[config.mk]
export PLATFORM = sky130hd
export DESIGN_NAME = instruction_loader
export DESIGN_NICKNAME = d
export VERILOG_FILES = /design/src/rtl/instruction_loader.sv
export SDC_FILE = /design/constraint.sdc
export NUM_CORES = 1
export LEC_CHECK = 0
export CAP_MARGIN = 20
export CORE_ASPECT_RATIO = 0.6
export CORE_MARGIN = 2
export CORE_UTILIZATION = 40
export DETAILED_ROUTE_END_ITERATION = 10
export PLACE_DENSITY = 0.71
export SYNTH_ARGS = -nofsm -noshare
export SYNTH_HDL_FRONTEND = slang
export SYNTH_SLANG_ARGS = --single-unit
[constraint.sdc]
create_clock -name clk -period 4.85 [get_ports clk]
set_input_delay 0.485 -clock clk [delete_from_list [all_inputs] [get_ports clk]]
set_output_delay 0.485 -clock clk [all_outputs]
set_load 0.005 [all_outputs]
[src/rtl/instruction_loader.sv]
// Boot loader: receives a framed byte stream, assembles big-endian words, writes them
// to instruction RAM and releases CpuHold once the frame checksum matches.
`timescale 1ns/1ps
module instruction_loader #(
  parameter logic [7:0]  SYNC_BYTE = 8'hA5,
  parameter logic [31:0] BASE_ADDR = 32'h0000_0000
) (
  input  logic        clk,
  input  logic        reset,
  input  logic [7:0]  ByteData,
  input  logic        ByteValid,
  output logic        ByteReady,
  input  logic        Start,
  output logic        WriteEnable,
  output logic [31:0] WriteAddress,
  output logic [31:0] WriteData,
  output logic        CpuHold,
  output logic        Done,
  output logic        Error,
  output logic [2:0]  state_dbg
);

  // Byte handshake: a byte transfers on a rising edge where ByteValid && ByteReady.
  typedef enum logic [2:0] {
    S_IDLE  = 3'd0,
    S_COUNT = 3'd1,
    S_DATA  = 3'd2,
    S_CHECK = 3'd3,
    S_DONE  = 3'd4,
    S_ERROR = 3'd5
  } state_t;

  state_t      state;
  logic [8:0]  count;
  logic [1:0]  byte_idx;
  logic [7:0]  word_idx;
  logic [7:0]  csum;
  logic [23:0] asm_word;

  logic        accept;
  logic [31:0] asm_next;
  logic [8:0]  word_next;

  assign accept    = ByteValid && ByteReady;
  assign asm_next  = {asm_word, ByteData};
  assign word_next = {1'b0, word_idx} + 9'd1;
  assign state_dbg = state;

  always_ff @(posedge clk or negedge reset) begin
    if (!reset) begin
      state        <= S_IDLE;
      count        <= 9'd0;
      byte_idx     <= 2'd0;
      word_idx     <= 8'd0;
      csum         <= 8'd0;
      asm_word     <= 24'd0;
      ByteReady    <= 1'b0;
      WriteEnable  <= 1'b0;
      WriteAddress <= BASE_ADDR;
      WriteData    <= 32'd0;
      CpuHold      <= 1'b1;
      Done         <= 1'b0;
      Error        <= 1'b0;
    end else begin
      WriteEnable <= 1'b0;
      case (state)
        S_IDLE: begin
          ByteReady <= 1'b1;
          if (accept && ByteData == SYNC_BYTE) state <= S_COUNT;
        end
        S_COUNT: begin
          if (accept) begin
            // A count byte of zero encodes a full 256-word image.
            count    <= (ByteData == 8'd0) ? 9'd256 : {1'b0, ByteData};
            byte_idx <= 2'd0;
            word_idx <= 8'd0;
            csum     <= 8'd0;
            state    <= S_DATA;
          end
        end
        S_DATA: begin
          if (accept) begin
            asm_word <= asm_next[23:0];
            csum     <= csum ^ ByteData;
            byte_idx <= byte_idx + 2'd1;
            if (byte_idx == 2'd3) begin
              WriteEnable  <= 1'b1;
              WriteData    <= asm_next;
              WriteAddress <= BASE_ADDR + {22'd0, word_idx, 2'b00};
              word_idx     <= word_idx + 8'd1;
              if (word_next == count) state <= S_CHECK;
            end
          end
        end
        S_CHECK: begin
          if (accept) begin
            ByteReady <= 1'b0;
            if (ByteData == csum) begin
              state   <= S_DONE;
              Done    <= 1'b1;
              CpuHold <= 1'b0;
            end else begin
              state <= S_ERROR;
              Error <= 1'b1;
            end
          end
        end
        S_DONE: begin
          if (Start) begin
            state     <= S_IDLE;
            Done      <= 1'b0;
            CpuHold   <= 1'b1;
            ByteReady <= 1'b1;
          end
        end
        S_ERROR: begin
          if (Start) begin
            state     <= S_IDLE;
            Error     <= 1'b0;
            ByteReady <= 1'b1;
          end
        end
        default: state <= S_IDLE;
      endcase
    end
  end

endmodule

-- After elaboration in Yosys (flattened, before gate mapping)
Index checks and enable logic that the tools add are counted.
- register bits after elaboration: 99
- output and inout port bits: 72
- word-level logic and storage cells: 90
- add/subtract/negate cells: 3
- equality and inequality tests: 20
- muxes and demuxes: 35
- bitwise operators: 1
- reduce and logical (&&, ||, !) cells: 18
- operators with widths (kind ; number):
    two-way mux 8 bit ; 4
    one-hot mux 8 bit (2 select lines) ; 2
    two-way mux 3 bit ; 7
    != test 2 bit (second input constant) ; 10
    one-hot mux 3 bit (5 select lines) ; 1
    two-way mux 1 bit ; 13
    AND reduction 4 bit ; 3
    adder 8 x 1 -> 9 bit (second input constant) ; 1
    == test 9 bit ; 1
    two-way mux 9 bit ; 1
    AND reduction 3 bit ; 3
    adder 8 x 1 -> 8 bit (second input constant) ; 1
    == test 8 bit ; 1
    == test 8 bit (second input constant) ; 1
    zero test 8 bit ; 1
    XOR 8 bit ; 1
    AND reduction 7 bit ; 1
    == test 3 x 2 -> 1 bit (second input constant) ; 2
    == test 3 bit (second input constant) ; 2
    one-hot mux 1 bit (2 select lines) ; 3
    nonzero test 2 bit ; 3
    two-way mux 2 bit ; 2
    one-hot mux 2 bit (2 select lines) ; 1
    AND reduction 2 bit ; 2
    other kinds (9) ; 10

-- Depth between registers and ports, before layout
- depth in word-level cells: 6
- gate-level depth with buffers: 7

-- Worst setup path after synthesis
OpenSTA, ideal clock, no wires.
- path kind: in2reg
- start: in ByteData[1]
- end: reg state[0] (netlist: state_dbg[0])
- library setup time: 0.092 ns
- arrival: 1.942 ns
- required time: 4.758 ns
- slack: 2.816 ns
- stages on the path: 4
- path through: or4_4 > o31a_1 > or4_1 > o31ai_2
- cells in the longest elaborated chain, start to end: 4
- elaborated cells on any way between the ends: 8
- those cells by class: eq/ne (3); mux (3); reduce/logical (2)
- RTL lines (element ; line ; text):
    start: declaration ; 10 ; input logic [7:0] ByteData,
    == test 8 bit, on equally long branches ; 98, 69 ;
    two-way mux 1 bit or logical AND 1 bit (tied branches) ; 98, 69 ;
    two-way mux 3 bit or != test 2 bit (tied branches) ; - ;
    one-hot mux 3 bit (5 select lines) or AND reduction 7 bit (tied branches) ; - ;
    end signal: assignment ; 69 ; if (accept && ByteData == SYNC_BYTE) state <= S_COUNT;
    end signal: assignment ; 99 ; state <= S_DONE;
    end signal: assignment ; 103 ; state <= S_ERROR;
    end: declaration ; 33 ; state_t state;
Several ways; a longest one is shown, not always the timed one. The select of a mux whose other input is x is not followed.
A chain may end at the register's enable or synchronous reset.

-- Final worst setup path
- start: in ByteValid
- end: reg word_idx[3]
- cells in the longest elaborated chain, start to end: 3
- elaborated cells on any way between the ends: 4
- those cells by class: eq/ne (2); reduce/logical (2)
- RTL lines (element ; line ; text):
    start: declaration ; 11 ; input logic ByteValid,
    logical AND 1 bit (*) ; 44 ; assign accept = ByteValid && ByteReady;
    != test 2 bit (no source line) ; - ;
    AND reduction 4 bit (no source line) (*) ; - ;
    end signal: assignment ; 90 ; word_idx <= word_idx + 8'd1;
    end: declaration ; 36 ; logic [7:0] word_idx;
Mark *: on every way between the ends. The rest lies on a longest branch, timed or not.

==> run metrics <==
P per Cell Area=295.2 mW/mm^2; die area=0.01186 mm^2; TNS Setup=0 ns; Inserted Diodes=0; Final Hold Slack=0.1140 ns; Synth area leader=dfrtp_1; most common cell in the netlist=dfrtp_1; Root Buffer Master=clkbuf_16; largest net degree at the start of global routing=57; cts hold-fix bufs=0; drt drc=0; slew at the pin with the worst max-slew slack=0.7099 ns; TritonRoute pass-1 iters=4; Final Max Slew Viols=0; CP Buf/Inv Count=3; Worst EP required=5.11 ns; RSZ-0062 raised after global routing=false; TritonCTS clock tree=done; Synth Cell Area=0.004392 mm^2; clock sink count=99; status=completed; Post-synth ARST share=100.0%; Area Overhead vs Synth=21.65%; cell row count=29; initial antenna violation count=0; Die Y=85.17 um; Worst path max stage delay=0.50 ns; fin crit share=52.67%; Via Count=3,047; Ys Warns=0; fill count=928; worst setup path startpoint=ByteValid; critical path class=primary input to register; Wirelength per Cell=15.41 um; Tot GR Track Use=16.86%; Post-synth top flop=dfrtp_1; vias per cell=5.020; Startpoint Class=primary input; final wirelength=9351 um; crit path cell chain=clkdlybuf4s50_1, and4bb_1, nand3_1, buf_4, inv_2, nor2_1, o21ai_1, o31ai_1; DR iter-0 viols=232; setup bufs post-CTS=0; LEAKAGE=2.665 nW; DP Wirelength=6512 um; cell family with most CP delay=buffers and inverters; clk_lat worst skew=0.35 ns; CP Capture Type=register; layout cells sized above 1=8.120%; Final min period=2.554 ns; Synth top area share=55.84%; Crit-path slowest cell=clkdlybuf4s50_1; CORE AREA=0.01063 mm^2; global-route wire length before repair=15,680 um; WP data arrival=2.81 ns; gr ovfl total=0; vias in the first global route=3,041; initial core utilization=41.31%; Placement Cell Area=0.005034 mm^2; Final Cell Area=0.005343 mm^2; top cells by count, synth=dfrtp_1 (98), nand2_1 (84), mux2_1 (37); Syn Area/Cell=10.87 um^2; synthesized instance count=404; Port Buffers=59; Seq/Total Area, Yosys=56.44%; Post-synth EDFFs=0; synth unique cells=38; post-CTS sizing=0; Max Freq=391.5 MHz; clock skew=0.006392 ns; Slew HR=52.68%; nets@finish=477; clk buf depth=2; Synth area leaders=dfrtp_1 (56%), mux2_1 (9.5%), nand2_1 (7.2%); worst hold path class=primary input to asynchronous set/reset pin; die width=139.3 um; total CTS buffers=9; Setup Viol. Count Final=0; Synth Register Bits=99; # IOs=84; CTS clk-pin slew, worst paths=0.07 ns; VDD IR-drop max=0.0001767 V; CTS H-tree lvls=3; RePlAce Congestion=0.8211; final antenna-violating net count=0; CP max FO=35; Max Cap Viol=0; Crit Reg-Reg Startpoint=state_dbg[2]; Hold Violations, Final=0; total chip power=1.577 mW
[layout make-up]
class,instances,area (um^2),share of cell area (%)
Sequential cell,99,2479,46.39
Multi-Input combinational cell,285,1748,32.72
Timing Repair Buffer,64,633.1,11.85
Clock buffer,9,225.2,4.215
Tap cell,139,173.9,3.255
Clock inverter,7,68.82,1.288
Inverter,4,15.01,0.2810
[flip-flops by register name, summed over array words and instances, names as in the netlist]
signal,flops
ByteReady,1
WriteAddress,8
csum,8
word_idx,8
Done,1
CpuHold,1
WriteData,32
asm_word,24
byte_idx,2
state_dbg,3
WriteEnable,1
Error,1
count,9
[cell usage in the layout (no fill, tap or decap), types with 2 or more instances in the layout]
cell type / n
inv_1: 2
or4_1: 2
a21oi_1: 7
buf_4: 5
o31ai_1: 5
xor2_1: 13
xnor2_1: 8
and2_1: 2
nand2b_1: 3
nor2_1: 22
conb_1: 24
nand3_1: 9
ha_1: 2
nor3_1: 4
mux2_1: 37
nand2_1: 84
nand4_1: 3
and3_1: 2
clkinvlp_4: 2
o21ai_1: 12
o21ai_0: 17
nand3b_1: 5
clkinv_2: 3
dfrtp_1: 98
clkdlybuf4s50_1: 58
clkbuf_16: 9
nor4_1: 3
mux2_2: 11
[path summary, 6_finish.rpt]
check	cells after the start	to	slack (ns)
worst min-delay path	1	WriteData[25]	0.11
min in group clk	2	asm_word[17]	0.47
worst max register to register	7	word_idx[3]	2.39
worst max-delay path	8	word_idx[3]	2.30
worst min register to register	2	asm_word[17]	0.47
max in group asynchronous	2	csum[5]	3.62
[worst reg2reg max path, cell delays in order (launching register included)]
cell and delay, ns:
dfrtp_1 0.54, and4bb_1 0.29, nand3_1 0.09, buf_4 0.40
inv_2 0.36, nor2_1 0.46, o21ai_1 0.14, o31ai_1 0.08
[where the power goes]
group | total [mW] | internal [mW] | switching (mW) | leakage, nW
sequential | 0.825 | 0.825 | 0 | 1.36
clock | 0.710 | 0.398 | 0.312 | 0.141
combinational | 0.0418 | 0.0108 | 0.0310 | 1.16
[routing by layer]
metal,vias up,GRT usage [%],routed length (um)
met5,-,0,0
met3,12,4.515,572
met1,1514,24.75,4681
li1,1443,-,-
met4,0,5.234,100
met2,78,24.55,3998
[kinds of logic after synthesis]
group / Yosys count / synth area share, %
compound gates: 47 / 6.183
xor+xnor: 21 / 4.188
fa+ha+maj: 2 / 0.5697
buf+inv: 43 / 5.840
flops: 99 / 56.44
mux: 48 / 12.31
other cells: 1 / 0.08539
simple gates: 143 / 14.39
[metrics by stage]
stage                     setup WS (ns)  utilization, %  std cells
after floorplan                   2.816               -        427
after global placement            2.095           47.35        590
after detailed placement          1.944           47.35        590
after CTS                         2.298           50.11        606
after global routing              2.050           50.25        607
final                             2.296           50.25        607
No activity file was read; power rests on OpenSTA's default activity.
